## src/rtl/bist_engine.sv

```systemverilog
// BIST wrapper: LFSR stimulus, MISR compaction and a sequencing FSM around one CUT.
// Functional mode is a zero-latency passthrough; a run ends with a held bist_end/pass_fail.
module bist_engine #(
    parameter int                IN_W       = 4,
    parameter int                OUT_W      = 4,
    parameter logic [IN_W-1:0]   LFSR_POLY  = 4'b1001,
    parameter logic [IN_W-1:0]   LFSR_SEED  = 4'b0001,
    parameter logic [OUT_W-1:0]  MISR_POLY  = 4'b1001,
    parameter int                N_PATTERNS = 1000,
    parameter int                LATENCY    = 0,
    parameter int                RST_CYCLES = 2,
    parameter logic [OUT_W-1:0]  GOLDEN     = 4'h0,
    parameter int                CNT_W      = 16
) (
    input  logic             clock,
    input  logic             reset,
    input  logic             start,
    input  logic [IN_W-1:0]  func_in,
    input  logic [OUT_W-1:0] cut_out,
    output logic [IN_W-1:0]  cut_in,
    output logic             cut_reset,
    output logic [OUT_W-1:0] func_out,
    output logic             test_mode,
    output logic             bist_end,
    output logic             pass_fail,
    output logic [OUT_W-1:0] signature
);

    typedef enum logic [2:0] {
        S_IDLE, S_CUT_RST, S_RUN, S_FLUSH, S_COMPARE, S_DONE
    } state_t;

    localparam logic [CNT_W-1:0] RST_LAST   = CNT_W'(RST_CYCLES - 1);
    localparam logic [CNT_W-1:0] RUN_LAST   = CNT_W'(N_PATTERNS - 1);
    localparam logic [CNT_W-1:0] FLUSH_LAST = CNT_W'(N_PATTERNS + LATENCY - 1);
    localparam state_t           AFTER_RUN  = (LATENCY > 0) ? S_FLUSH : S_COMPARE;

    state_t             state_q;
    logic               start_q;
    logic [CNT_W-1:0]   cnt_q;
    logic [IN_W-1:0]    lfsr_q, lfsr_d;
    logic [OUT_W-1:0]   misr_q, misr_d;
    logic               test_mode_q, bist_end_q, pass_fail_q;
    logic               start_rise, lat_ok, compact, idle_like;

    // cnt_q counts from RUN start through FLUSH, so the latency window is one compare
    if (LATENCY == 0) begin : g_nolat
        assign lat_ok = 1'b1;
    end else begin : g_lat
        assign lat_ok = (cnt_q >= CNT_W'(LATENCY));
    end

    assign start_rise = start & ~start_q;
    assign idle_like  = (state_q == S_IDLE) || (state_q == S_DONE);
    assign compact    = ((state_q == S_RUN) || (state_q == S_FLUSH)) && lat_ok;
    assign lfsr_d     = (lfsr_q == '0) ? LFSR_SEED
                                       : {lfsr_q[IN_W-2:0], ^(lfsr_q & LFSR_POLY)};
    assign misr_d     = {misr_q[OUT_W-2:0], ^(misr_q & MISR_POLY)} ^ cut_out;

    always_ff @(posedge clock) begin
        if (!reset) begin
            state_q     <= S_IDLE;
            start_q     <= 1'b0;
            cnt_q       <= '0;
            lfsr_q      <= LFSR_SEED;
            misr_q      <= '0;
            test_mode_q <= 1'b0;
            bist_end_q  <= 1'b0;
            pass_fail_q <= 1'b0;
        end else begin
            start_q <= start;
            if ((state_q == S_RUN) || (lfsr_q == '0))
                lfsr_q <= lfsr_d;
            if (compact)
                misr_q <= misr_d;
            case (state_q)
                S_IDLE, S_DONE: begin
                    if (start_rise) begin
                        state_q     <= S_CUT_RST;
                        cnt_q       <= '0;
                        lfsr_q      <= LFSR_SEED;
                        misr_q      <= '0;
                        test_mode_q <= 1'b1;
                        bist_end_q  <= 1'b0;
                        pass_fail_q <= 1'b0;
                    end
                end
                S_CUT_RST: begin
                    if (cnt_q == RST_LAST) begin
                        state_q <= S_RUN;
                        cnt_q   <= '0;
                    end else begin
                        cnt_q <= cnt_q + 1'b1;
                    end
                end
                S_RUN: begin
                    cnt_q <= cnt_q + 1'b1;
                    if (cnt_q == RUN_LAST)
                        state_q <= AFTER_RUN;
                end
                S_FLUSH: begin
                    cnt_q <= cnt_q + 1'b1;
                    if (cnt_q == FLUSH_LAST)
                        state_q <= S_COMPARE;
                end
                S_COMPARE: begin
                    pass_fail_q <= (misr_q == GOLDEN);
                    bist_end_q  <= 1'b1;
                    test_mode_q <= 1'b0;
                    state_q     <= S_DONE;
                end
                default: state_q <= S_IDLE;
            endcase
        end
    end

    assign cut_in    = idle_like ? func_in : ((state_q == S_RUN) ? lfsr_q : '0);
    assign cut_reset = reset & (state_q != S_CUT_RST);
    assign func_out  = cut_out;
    assign test_mode = test_mode_q;
    assign bist_end  = bist_end_q;
    assign pass_fail = pass_fail_q;
    assign signature = misr_q;

endmodule

```

## config.mk

```make
export PLATFORM = sky130hd
export DESIGN_NAME = bist_engine
export DESIGN_NICKNAME = d
export VERILOG_FILES = /design/src/rtl/bist_engine.sv
export SDC_FILE = /design/constraint.sdc
export NUM_CORES = 1
export LEC_CHECK = 0
export CORE_MARGIN = 3
export CORE_UTILIZATION = 50
export DETAILED_ROUTE_END_ITERATION = 7
export GPL_TIMING_DRIVEN = 1
export HOLD_SLACK_MARGIN = 0.05
export PLACE_DENSITY_LB_ADDON = 0.3
export REMOVE_ABC_BUFFERS = 1
export SLEW_MARGIN = 20
export SYNTH_ARGS = -nofsm -noshare
export SYNTH_HDL_FRONTEND = slang
export SYNTH_SLANG_ARGS = --single-unit
```

## constraint.sdc

```tcl
create_clock -name clock -period 3.5 [get_ports clock]
set_clock_uncertainty 0.15 [all_clocks]
set_input_delay 0.7 -clock clock [delete_from_list [all_inputs] [get_ports clock]]
set_output_delay 0.7 -clock clock [all_outputs]
set_load 0.03 [all_outputs]
```

# Word level (Yosys, flattened, before mapping)
# Index checks and enable logic that the tools add are counted.
# classes
n_addsub,1
n_eq_ne,11
mux,21
bitwise_logic,4
n_reduce_logical,15
# op_table
operator,count
16-bit one-hot mux with 3 select lines,1
4-bit 2-to-1 mux,9
16-bit 2-to-1 mux,2
16-bit by 1-bit adder with 16-bit output (second input constant),1
16-bit by 1-bit == test with 1-bit output (second input constant),1
16-bit by 10-bit == test with 1-bit output (second input constant),1
3-bit one-hot mux with 4 select lines,1
3-bit 2-to-1 mux,3
4-bit logical NOT,2
4-bit parity,2
3-bit by 2-bit == test with 1-bit output (second input constant),2
3-bit == test (second input constant),2
1-bit one-hot mux with 2 select lines,3
2-bit != test (second input constant),2
2-bit AND reduction,2
2-bit OR reduction,2
4-bit XOR,1
3-bit by 1-bit == test with 1-bit output (second input constant),1
3-bit logical NOT,1
1-bit logical OR,3
3-bit by 1-bit != test with 1-bit output (second input constant),1
3-bit AND reduction,1
3-bit nonzero test,1
1-bit AND,2
4 further kinds,5
# totals
register_bits,31
output_inout_bits,16
wordCells,60

# Depth between registers and ports, before layout
# depth
ltp_word,5
mapped_depth,7
depth_no_buf,6

# Worst setup path before layout
# Ideal clock, no wire load.
# synth_path
path_kind,flip-flop to output port
startpoint,reg state_q[1]
endpoint,out cut_in[0]
t_arrival_ns,1.664
required_ns,2.650
path_slack_ns,0.986
stages_incl_launch_ff,4
path_buffers,2
path_cell_list,dfxtp_1 clkbuf_1 clkbuf_1 o32ai_1
# synth_via
elab_chain_cells,3
# synth_rtl
item,line,rtl
from (decl),38,state_t state_q;
from (signal assigned),62,state_q <= S_IDLE;
from (signal assigned),79,state_q <= S_CUT_RST;
from (signal assigned),90,state_q <= S_RUN;
"3-bit by 2-bit == test with 1-bit output, or another cell as far along",117,assign cut_in = idle_like ? func_in : ((state_q == S_RUN) ? lfsr_q : '0);
4-bit 2-to-1 mux or 1-bit logical OR (tied branches),"117, 54",
4-bit 2-to-1 mux (*),117,
to (decl),20,"output logic [IN_W-1:0] cut_in,"
# Every way passes the cells marked *; elsewhere a longest branch is shown, timed or not.

# Worst setup path after layout
# layout_path
startpoint,reg state_q[1]
endpoint,out cut_in[3]
# The elaborated chain is that of the path after synthesis.

==> impl_metrics.ini <==
[cts]
clk_pin_slew_ns = 0.10
postCtsSetupBuffers = 0
clkSinkCount = 31
clk_latency_ns = 0.32
cts_root_buf = clkbuf_4
postCtsHoldBufs = 0
cts_tree = done
cts_made_buffers = 5
cts_resized = 0
ctsHtreeMaxLevel = 2
cts_buffer_depth = 2

[floorplan]
design.portCount = 27
core_um2 = 3420
std_cell_rows = 21
fp.dieW_um = 66.2
start_util = 0.530
dieArea_um2 = 4380
dieHeight_um = 66.2

[synthesis]
async_flop_share = 0
synth_top_area_frac = 0.343
ys.warnings.count = 0
synth_cells = 205
synth_seq_cells = 31
synth_area_um2 = 1810
synth.most_common_cell = dfxtp_1
syn_avg_cell_area_um2 = 8.83
synth_edf_count = 0
synth_top_flop_cell = dfxtp_1
yosys-top-cells-area = dfxtp_1, a211oi_2, a211oi_1, o31ai_1, or4_1
yosysSeqAreaShare = 0.343
synth_top_cells_by_count = dfxtp_1, nor2_1, a211oi_1, inv_1, o31ai_1
yosysTopAreaCell = dfxtp_1
yosysUniqueCellTypes = 46

[detailed_routing]
wirelength_um = 3590
wl_per_cell_um = 13.2
drtIter0Drc = 70
drc = 0
dr.pass1.iters = 4
vias_per_cell = 5.68
ant_nets = 0
routed-via-count = 1551

[min_path]
hold_path_class = flop to flop
holdCritStartpoint = test_mode$_SDFFE_PN0P_

[placement]
place.gp.congestion = 0.800
placed_area_um2 = 2060
portBuffers = 26
pre_cts_ws_ns = 0.442
dp_hpwl_um = 2530

[worst_setup_path]
critPathArrivalTime_ns = 2.25
critPathKind = flop to primary output
r2r-start = state_q[1]$_SDFFE_PN0P_
end_kind = primary output
critical_path.max_fanout = 24
crit_start = state_q[1]$_SDFFE_PN0P_
start_kind = flop
required_ns = 2.65

[final_layout]
layout-drive-gt1-share = 0.110
final_cell_area_um2 = 2130
num_antenna_cells = 0
area_growth_pct = 17.7
fillers = 316
final_nets = 239
post-route-util = 0.623

[global_route]
grt_pass1_vias = 1368
antenna_found_initial = 0
grt_first_pass_wirelength_um = 6200
grt_use_total = 0.181
grt_max_degree = 25
grt_overflow_total = 0

[sta]
worst_pin_slew_ns = 0.849
timing.final.hold_violations = 0
layout_setup_ws_ns = 0.399
tns_ns = 0
min_period_ns = 3.10
clock.fmax_mhz = 322
fin_crit_sh = 0.886
drv_slew = 0
rsz0062_at_grt = false
setup_viol = 0
relSlewSlack = 0.433

[power_and_ir_drop]
pwr_density_cell_nw_per_um2 = 362
peakVddDrop_mv = 0.222
p_leak_nw = 0.671

[outcome]
status = complete, no violations

[run]
drv_cap = 0
## area by class of cell
type / instances / area (µm²) / share of cell area
multi-input cells: 146 / 1040 / 0.490
inverters: 11 / 41.3 / 0.0194
flip-flops and latches: 31 / 621 / 0.291
clock buffers: 8 / 68.8 / 0.0323
well taps: 46 / 57.6 / 0.0270
repair buffers: 31 / 298 / 0.140
## per-stage QoR
step                      power, mW  std cells  hold slack, ns
after CTS                     0.779        273           0.324
after global routing          0.815        273           0.352
after global placement        0.537        265           0.305
final                         0.771        273           0.316
after floorplan               0.469        188           0.311
after detailed placement      0.538        265           0.304
## path summary, 6_finish.rpt
| path | to | slack (ns) | cells past startpoint |
|---|---|---|---|
| max | cut_in[3] | 0.40 | 3 |
| min | test_mode$_SDFFE_PN0P_ | 0.32 | 2 |
| max reg2reg | cnt_q[1]$_SDFFE_PN0P_ | 0.70 | 5 |
| min reg2reg | test_mode$_SDFFE_PN0P_ | 0.32 | 2 |
## registers in the layout, summed over array words and instances (netlist names)
name / cells
test_mode: 1
bist_end: 1
signature: 4
cnt_q: 16
start_q: 1
pass_fail: 1
state_q: 3
lfsr_q: 4
## cell usage in the layout (no fill, tap or decap), drive strengths merged, types with 2 or more instances in the layout
cell,n
dfxtp,31
clkdlybuf4s50,26
a211oi,19
nor2,14
inv,11
o31ai,11
nand2,10
or4,10
clkbuf,8
nand3,7
nand4,6
a21oi,6
o21ai,6
mux2i,5
or3,5
buf,5
o32ai,4
nor2b,4
nor3,4
nor4,4
nand2b,3
xor2,3
xnor2,3
or2,3
and4,2
and2,2
nor3b,2
ha,2
## worst max-delay path, stage by stage, from the launching register on
cell	delay, ns
dfxtp_1	0.89
mux2i_1	0.17
o32ai_1	0.14
clkdlybuf4s50_1	0.72
## report_power, final
part / internal [mW] / total [mW] / switching [mW] / leakage, nW
registers: 0.361 / 0.372 / 0.0111 / 0.251
logic: 0.0657 / 0.158 / 0.0927 / 0.381
clock network: 0.118 / 0.241 / 0.123 / 0.0386
total: 0.544 / 0.771 / 0.226 / 0.671
## metal layers
layer / wire length, µm / vias to the layer above / track usage
met5: 0 / - / 0
met4: 58 / 0 / 0.0685
met3: 82 / 5 / 0.0408
met2: 1530 / 15 / 0.263
met1: 1920 / 718 / 0.258
li1: - / 813 / -
## logic make-up after synthesis
| group | share of synthesized area |
|---|---|
| flops | 0.343 |
| simple gates | 0.257 |
| fa+ha+maj | 0.0194 |
| xor+xnor | 0.0291 |
| buf+inv | 0.0851 |
| mux | 0.0277 |
| compound gates | 0.239 |
No activity file was read; power rests on OpenSTA's default activity.
